File: config.mk
export PLATFORM = sky130hd
export DESIGN_NAME = pc_fetch_ctrl
export DESIGN_NICKNAME = d
export VERILOG_FILES = /design/src/rtl/pc_fetch_ctrl.sv
export SDC_FILE = /design/constraint.sdc
export NUM_CORES = 1
export LEC_CHECK = 0
export BUFFER_PORTS_ARGS = -buffer_cell sky130_fd_sc_hd__buf_2
export CORE_MARGIN = 3
export CORE_UTILIZATION = 47
export DETAILED_ROUTE_END_ITERATION = 8
export HOLD_SLACK_MARGIN = 0.06
export PLACE_DENSITY_LB_ADDON = 0.15
export SLEW_MARGIN = 5
export SYNTH_ARGS = -nofsm -noshare
export SYNTH_HDL_FRONTEND = slang
export SYNTH_SLANG_ARGS = --single-unit
File: constraint.sdc
create_clock -name clk -period 2.2 [get_ports clk]
set_input_delay 0.11 -clock clk [delete_from_list [all_inputs] [get_ports clk]]
set_output_delay 0.11 -clock clk [all_outputs]
set_load 0.005 [all_outputs]
File: src/rtl/pc_fetch_ctrl.sv
// Program counter and fetch sequencer (IDLE/RUN/DONE) feeding the branch-target LUT.
// All outputs are registered except lut_addr; a taken branch lands on prog_ctr one cycle later.
module pc_fetch_ctrl #(
  parameter int D  = 12,
  parameter int CW = 16
) (
  input  logic          clk,
  input  logic          rst_n,
  input  logic          start,
  input  logic [D-1:0]  start_addr,
  input  logic          stall,
  input  logic          branch_en,
  input  logic          branch_cond,
  input  logic [4:0]    branch_idx,
  input  logic          halt,
  output logic [4:0]    lut_addr,
  input  logic [D-1:0]  lut_target,
  output logic [D-1:0]  prog_ctr,
  output logic          busy,
  output logic          done,
  output logic [1:0]    fault,
  output logic [CW-1:0] cycle_cnt,
  output logic [CW-1:0] instr_cnt
);

  typedef enum logic [1:0] {
    S_IDLE = 2'd0,
    S_RUN  = 2'd1,
    S_DONE = 2'd2
  } state_t;

  localparam logic [1:0] FLT_HALT     = 2'd0;
  localparam logic [1:0] FLT_UNMAPPED = 2'd1;
  localparam logic [1:0] FLT_OVERFLOW = 2'd2;

  localparam logic [D-1:0]  PC_ONE  = {{(D-1){1'b0}}, 1'b1};
  localparam logic [D-1:0]  PC_MAX  = {D{1'b1}};
  localparam logic [CW-1:0] CNT_ONE = {{(CW-1){1'b0}}, 1'b1};
  localparam logic [CW-1:0] CNT_MAX = {CW{1'b1}};

  state_t        state_q, state_d;
  logic [D-1:0]  pc_q, pc_d;
  logic [1:0]    fault_q, fault_d;
  logic [CW-1:0] cyc_q, cyc_d;
  logic [CW-1:0] ins_q, ins_d;
  logic          busy_q, busy_d;
  logic          done_q, done_d;

  assign lut_addr = branch_idx;

  always_comb begin
    state_d = state_q;
    pc_d    = pc_q;
    fault_d = fault_q;
    cyc_d   = cyc_q;
    ins_d   = ins_q;
    case (state_q)
      S_IDLE, S_DONE: begin
        if (start) begin
          state_d = S_RUN;
          pc_d    = start_addr;
          fault_d = FLT_HALT;
          cyc_d   = '0;
          ins_d   = '0;
        end
      end
      S_RUN: begin
        cyc_d = (cyc_q == CNT_MAX) ? cyc_q : cyc_q + CNT_ONE;
        // A stalled cycle neither retires nor looks at halt/branch.
        if (!stall) begin
          ins_d = (ins_q == CNT_MAX) ? ins_q : ins_q + CNT_ONE;
          if (halt) begin
            state_d = S_DONE;
            fault_d = FLT_HALT;
          end else if (branch_en && branch_cond) begin
            if (lut_target != '0) begin
              pc_d = lut_target;
            end else begin
              state_d = S_DONE;
              fault_d = FLT_UNMAPPED;
            end
          end else if (pc_q == PC_MAX) begin
            state_d = S_DONE;
            fault_d = FLT_OVERFLOW;
          end else begin
            pc_d = pc_q + PC_ONE;
          end
        end
      end
      default: state_d = S_IDLE;
    endcase
    busy_d = (state_d == S_RUN);
    done_d = (state_d == S_DONE);
  end

  always_ff @(posedge clk or negedge rst_n) begin
    if (!rst_n) begin
      state_q <= S_IDLE;
      pc_q    <= '0;
      fault_q <= FLT_HALT;
      cyc_q   <= '0;
      ins_q   <= '0;
      busy_q  <= 1'b0;
      done_q  <= 1'b0;
    end else begin
      state_q <= state_d;
      pc_q    <= pc_d;
      fault_q <= fault_d;
      cyc_q   <= cyc_d;
      ins_q   <= ins_d;
      busy_q  <= busy_d;
      done_q  <= done_d;
    end
  end

  assign prog_ctr  = pc_q;
  assign busy      = busy_q;
  assign done      = done_q;
  assign fault     = fault_q;
  assign cycle_cnt = cyc_q;
  assign instr_cnt = ins_q;

endmodule
==> flow_metrics.tcl, run 1 <==
set metrics [dict create \
    status "completed" \
    drtIter0Drc 181 \
    routedWlPerCell_um 16.13 \
    skew_ps 7.745 \
    clockBufferDepth 2 \
    crit_path_start_kind "flop" \
    gp_congestion 0.8663 \
    placed_cell_area_um2 3506 \
    final_cell_mix "78 x buf_2, 50 x dfrtp_1, 31 x nor2_1" \
    grt_pass1_wl_um 13100 \
    clock_tree.root_cell "clkbuf_8" \
    slowest_stage "dfrtp_1" \
    rows 28 \
    setup_viol 0 \
    cts.sinks 50 \
    die_x_um 86.61 \
    hold_violations 0 \
    clkTransAtPathRegs_ps 100 \
    slew_violations 0 \
    fin_cells 488 \
    reg2reg_depth 6 \
    syn_nets 371 \
    p_leak_uw 0.001701 \
    synth_edf_count 0 \
    period_share_pct 95.53 \
    min_path_type "primary input to flop" \
    cp_top_family "compound AO/OA/AOI/OAI gates" \
    crit_fanout 7 \
    drive_gt1_share_pct 29.06 \
    grt.total_usage_pct 21.30 \
    detail_route.first_pass.iterations 4 \
    arrival_ps 2290 \
    final.setup.tns_ps 0 \
    coreArea_um2 6096 \
    slew_headroom_pct 39.56 \
    syn_area_um2 3054 \
    finalWirelength_um 7873 \
    die-area_um2 7501 \
    hold_depth 3 \
    ys_seq_elements 50 \
    worst_ep_required_time_ps 2390 \
    maxCapViolCount 0 \
    clk_latency_ps 300 \
    diodes 0 \
    htreeDepth 2 \
    fin_crit_ps 2102 \
    crit_path_end_kind "flop" \
    async_reset_ff_share_pct 100.0 \
    final_antenna_net_count 0 \
    ioPinCount 89 \
    yosys.cell_types.count 60 \
    ys_seq_area_share_pct 40.97 \
    pwr_density_cell_nw_per_um2 948.6 \
    crit_chain "ha_1 -> and4_4 -> and3_4 -> a21o_4 -> a21oi_4 -> mux2_2" \
    cts_buffers 5 \
    cp.depth 6 \
    antenna_found_initial 0 \
    dr_total_vias 2898 \
    placed_cells 477 \
    grt_setup_unrepaired "no" \
    utilization_pct 60.06 \
    syn_avg_cell_area_um2 9.199 \
    critPathKind "flop to flop" \
    critical-path-max-stage-delay_ps 430 \
    cts_tree "built" \
    grt_max_degree 51 \
    syn_to_final_growth_pct 19.87 \
    grt_pass1_vias 2824 \
    die_h_um 86.61 \
    synthCells 332 \
    ir_drop_v 0.0005625 \
    synth_top_flop_cell "dfrtp_1" \
    drcViolationCount 0 \
    overflow 0 \
    nNetsFinal 451 \
    cp_num_buf_inv 0 \
    final_cell_area_um2 3661 \
    vias_per_cell 5.939 \
    io_buffers 78 \
    max_freq_mhz 475.8 \
    hpwl_um 5688 \
    layout_commonest_cell "buf_2" \
    finalPower_uw 3473 \
    tightestPinTransition_ps 903.3 \
    ys_warn_count 0 \
    start_util_pct 50.10 \
]
## cells by family (layout without fill, tap and decap cells)
logic type	Yosys count	in the layout	share of synthesized area, %
and+or+nand+nor	133	133	22.41
AOI/OAI and AO/OA	91	91	21.39
DFF	50	50	40.97
buffers and inverters	27	108	5.366
xor gates and xnor gates	19	19	5.449
muxes	9	9	3.195
adders and majority gates	3	3	1.229
## path summary, 6_finish.rpt
| kind | start | end | slack (ps) |
|---|---|---|---|
| hold / removal | start_addr[3] | prog_ctr[3] | 100 |
| hold reg to reg | cycle_cnt[15] | cycle_cnt[15] | 520 |
| setup / recovery | prog_ctr[1] | prog_ctr[7] | 100 |
| min in group asynchronous | rst_n | prog_ctr[11] | 310 |
| max in group asynchronous | rst_n | cycle_cnt[6] | 1660 |
| setup reg to reg | prog_ctr[1] | prog_ctr[7] | 100 |
## layer usage
layer | up-vias | track usage [%] | share of wire (%)
met4 | 0 | 5.524 | 1.4
met1 | 1403 | 28.61 | 46
met3 | 14 | 4.183 | 5.0
li1 | 1404 | - | -
met5 | - | 0 | 0
met2 | 77 | 35.26 | 48
## state kept, by name (all words and copies together) (netlist names)
signal     count
cycle_cnt     16
instr_cnt     16
prog_ctr      12
fault          2
state_q        2
busy           1
done           1
## stage by stage
stage	setup slack, ps	hold WS, ps
after detailed placement	117.9	125.0
after global routing	20.74	98.44
after floorplan	84.13	-185.6
final	98.27	101.2
after CTS	102.5	109.4
after global placement	189.7	121.8
## power by group
part,total (µW),internal [µW],switching (µW)
combinational,1420,626,797
sequential,1350,1110,248
clock,695,375,321
## area by class of cell
cell class	count	area, µm²
Clock buffer	6	82.58
Clock inverter	2	38.79
Fill cell	565	2435
Inverter	7	26.28
Multi-Input combinational cell	255	1645
Sequential cell	50	1251
Tap cell	75	93.84
Timing Repair Buffer	93	523.0
## what timing repair did
action	4_1_cts	5_1_grt
buffers inserted	0	0
hold buffers	3	0
resized for setup	0	1
endpoints found under the hold margin	53	0
setup endpoints to repair	0	2
## worst reg2reg max path: cells and delay by family (launching register included)
kind,cells,cell delay (ps)
muxes,1,380
adders and majority gates,1,230
AOI/OAI and AO/OA,2,540
and+or+nand+nor,2,420
DFF,1,430
## cells in the mapped netlist, types with 2 or more instances
cell type | n | share of area, %
buf_2 | 3 | 0.49
o2111ai_1 | 2 | 0.57
a22oi_1 | 2 | 0.49
mux2_2 | 6 | 2.2
nand2b_1 | 3 | 0.61
o21ai_0 | 20 | 3.3
o22ai_1 | 2 | 0.41
nor3_1 | 5 | 0.82
nor2b_1 | 2 | 0.41
o31ai_1 | 7 | 1.7
xnor2_1 | 11 | 3.2
and3_2 | 2 | 0.49
o32ai_1 | 2 | 0.57
a31oi_1 | 4 | 0.82
o311ai_0 | 2 | 0.57
o211ai_1 | 8 | 2.0
mux2i_1 | 3 | 0.98
or3_1 | 6 | 1.2
or4_1 | 2 | 0.49
clkbuf_1 | 6 | 0.74
and2_1 | 4 | 0.82
a221oi_1 | 2 | 0.57
o311a_1 | 2 | 0.66
buf_6 | 4 | 1.5
nand2_1 | 26 | 3.2
nand3_1 | 22 | 3.6
buf_4 | 5 | 1.2
inv_1 | 7 | 0.86
dfrtp_1 | 50 | 41
nor2_1 | 31 | 3.8
a31o_2 | 2 | 0.57
a21oi_1 | 17 | 2.8
nor4_1 | 5 | 1.0
nand4_1 | 10 | 2.0
and4_1 | 3 | 0.86
xor2_1 | 8 | 2.3
a211oi_1 | 4 | 0.98
ha_1 | 3 | 1.2
and3_1 | 8 | 1.6
Power figures use the tool's default switching activity.
==> run 2, diff against run 1 <==
Settings changed: CORE_UTILIZATION 47 to 55.
Clock period 2.2 ns to 2.6 ns, I/O delays scaled along.
==> flow_metrics.tcl, run 2 (same netlist as run 1, synthesis figures left out) <==
set metrics [dict create \
    tightestPinTransition_ps 893.4 \
    hold_violations 0 \
    nNetsFinal 445 \
    syn_to_final_growth_pct 16.71 \
    ctsResizeCount 0 \
    hpwl_um 5484 \
    crit_fanout 9 \
    grt_pass1_vias 2666 \
    final_cell_mix "78 x buf_2, 50 x dfrtp_1, 31 x nor2_1" \
    clk_latency_ps 300 \
    multi_input_area_um2 1639 \
    max_freq_mhz 459.9 \
    final.setup.tns_ps 0 \
    dr_total_vias 2900 \
    pwr_density_cell_nw_per_um2 778.2 \
    drive_gt1_share_pct 27.52 \
    drtIter0Drc 254 \
    crit_path_end_kind "flop" \
    grt.total_usage_pct 24.07 \
    fin_crit_ps 2174 \
    diodes 0 \
    critPathKind "flop to flop" \
    ioPinCount 89 \
    cts_tree "built" \
    vias_per_cell 6.080 \
    crit_path_start_kind "flop" \
    setup_viol 0 \
    placed_cells 466 \
    die_x_um 80.52 \
    slew_headroom_pct 40.22 \
    fin_cells 477 \
    die_h_um 80.52 \
    start_util_pct 58.31 \
    skew_ps 8.942 \
    n_fill_cell 455 \
    min_path_type "primary input to flop" \
    routedWlPerCell_um 15.58 \
    slew_violations 0 \
    clock_tree.root_cell "clkbuf_8" \
    finalWirelength_um 7433 \
    top_usage_layer "met2" \
    cts_hold_buffers 3 \
    use_met2_pct 37.83 \
    io_buffers 78 \
    grt_setup_unrepaired "no" \
    final_antenna_net_count 0 \
    worst_ep_required_time_ps 2790 \
    clkTransAtPathRegs_ps 90 \
    maxCapViolCount 0 \
    p_leak_uw 0.001652 \
    layout_commonest_cell "buf_2" \
    cts_setup_buffers 0 \
    drcViolationCount 0 \
    grt_pass1_wl_um 12450 \
    cts.sinks 50 \
    die-area_um2 6483 \
    grt_max_degree 34 \
    antenna_found_initial 0 \
    use_met1_pct 35.05 \
    gp_congestion 0.8770 \
    grtUsageMet3_pct 3.139 \
    coreArea_um2 5238 \
    status "completed" \
    htreeDepth 2 \
    rows 26 \
    clockBufferDepth 2 \
    ir_drop_v 0.0005628 \
    period_share_pct 83.62 \
    cts_buffers 5 \
    overflow 0 \
    arrival_ps 2370 \
    seqCellArea_um2 1251 \
    detail_route.first_pass.iterations 5 \
]
-- run 2: changes by cell type in the layout (fill, tap and decap cells not counted), sizes merged --
cell,previous run,this run
buf,90,84
bufinv,1,0
clkinv,0,1
clkinvlp,0,1
inv,8,7
-- run 2: through the flow --
step	total power (µW)	utilization (%)	instance area [µm²]	worst slack (ps)	hold slack (ps)
after CTS	2793	68.06	3565	425.0	119.3
final	2774	68.06	3565	425.8	127.3
after detailed placement	2314	65.67	3440	437.9	79.18
after global placement	2280	65.67	3440	489.4	79.87
after global routing	2995	68.06	3565	246.1	135.7
after floorplan	1940	-	3054	484.1	-165.6
-- run 2: critical path, stage by stage, from the launching register on --
cell	delay, ps
dfrtp_1	470
ha_1	270
and4_4	200
and3_4	200
a21o_4	250
a21oi_4	300
mux2_2	380
-- run 2: metal layers --
layer	wire length, µm	up-vias	part of all wire, %
li1	-	1397	-
met1	3342	1371	45
met2	3473	120	47
met3	538	12	7.2
met4	79	0	1.1
met5	0	-	0
-- run 2: cell type report --
class | count | share of cell area, %
Clock buffer | 6 | 2.317
Multi-Input combinational cell | 255 | 45.98
Timing Repair Buffer | 87 | 13.06
Sequential cell | 50 | 35.10
Tap cell | 70 | 2.457
Inverter | 7 | 0.7371
Clock inverter | 2 | 0.3510
-- run 2: path summary, 6_finish.rpt --
kind                                     from            to  slack (ps)  depth (start not counted)
worst max register to register    prog_ctr[0]   prog_ctr[8]         430                          6
worst min register to register   cycle_cnt[4]  cycle_cnt[4]         530                          1
worst min-delay path            start_addr[4]   prog_ctr[4]         130                          3
min in group asynchronous               rst_n      fault[1]         280                          2
max in group asynchronous               rst_n    state_q[0]        1560                          3
worst max-delay path              prog_ctr[0]   prog_ctr[8]         430                          6
-- run 2: where the power goes --
group          internal, µW  total [µW]  switching [µW]
registers               937        1150             215
clock network           214         469             255
logic                   502        1150             651
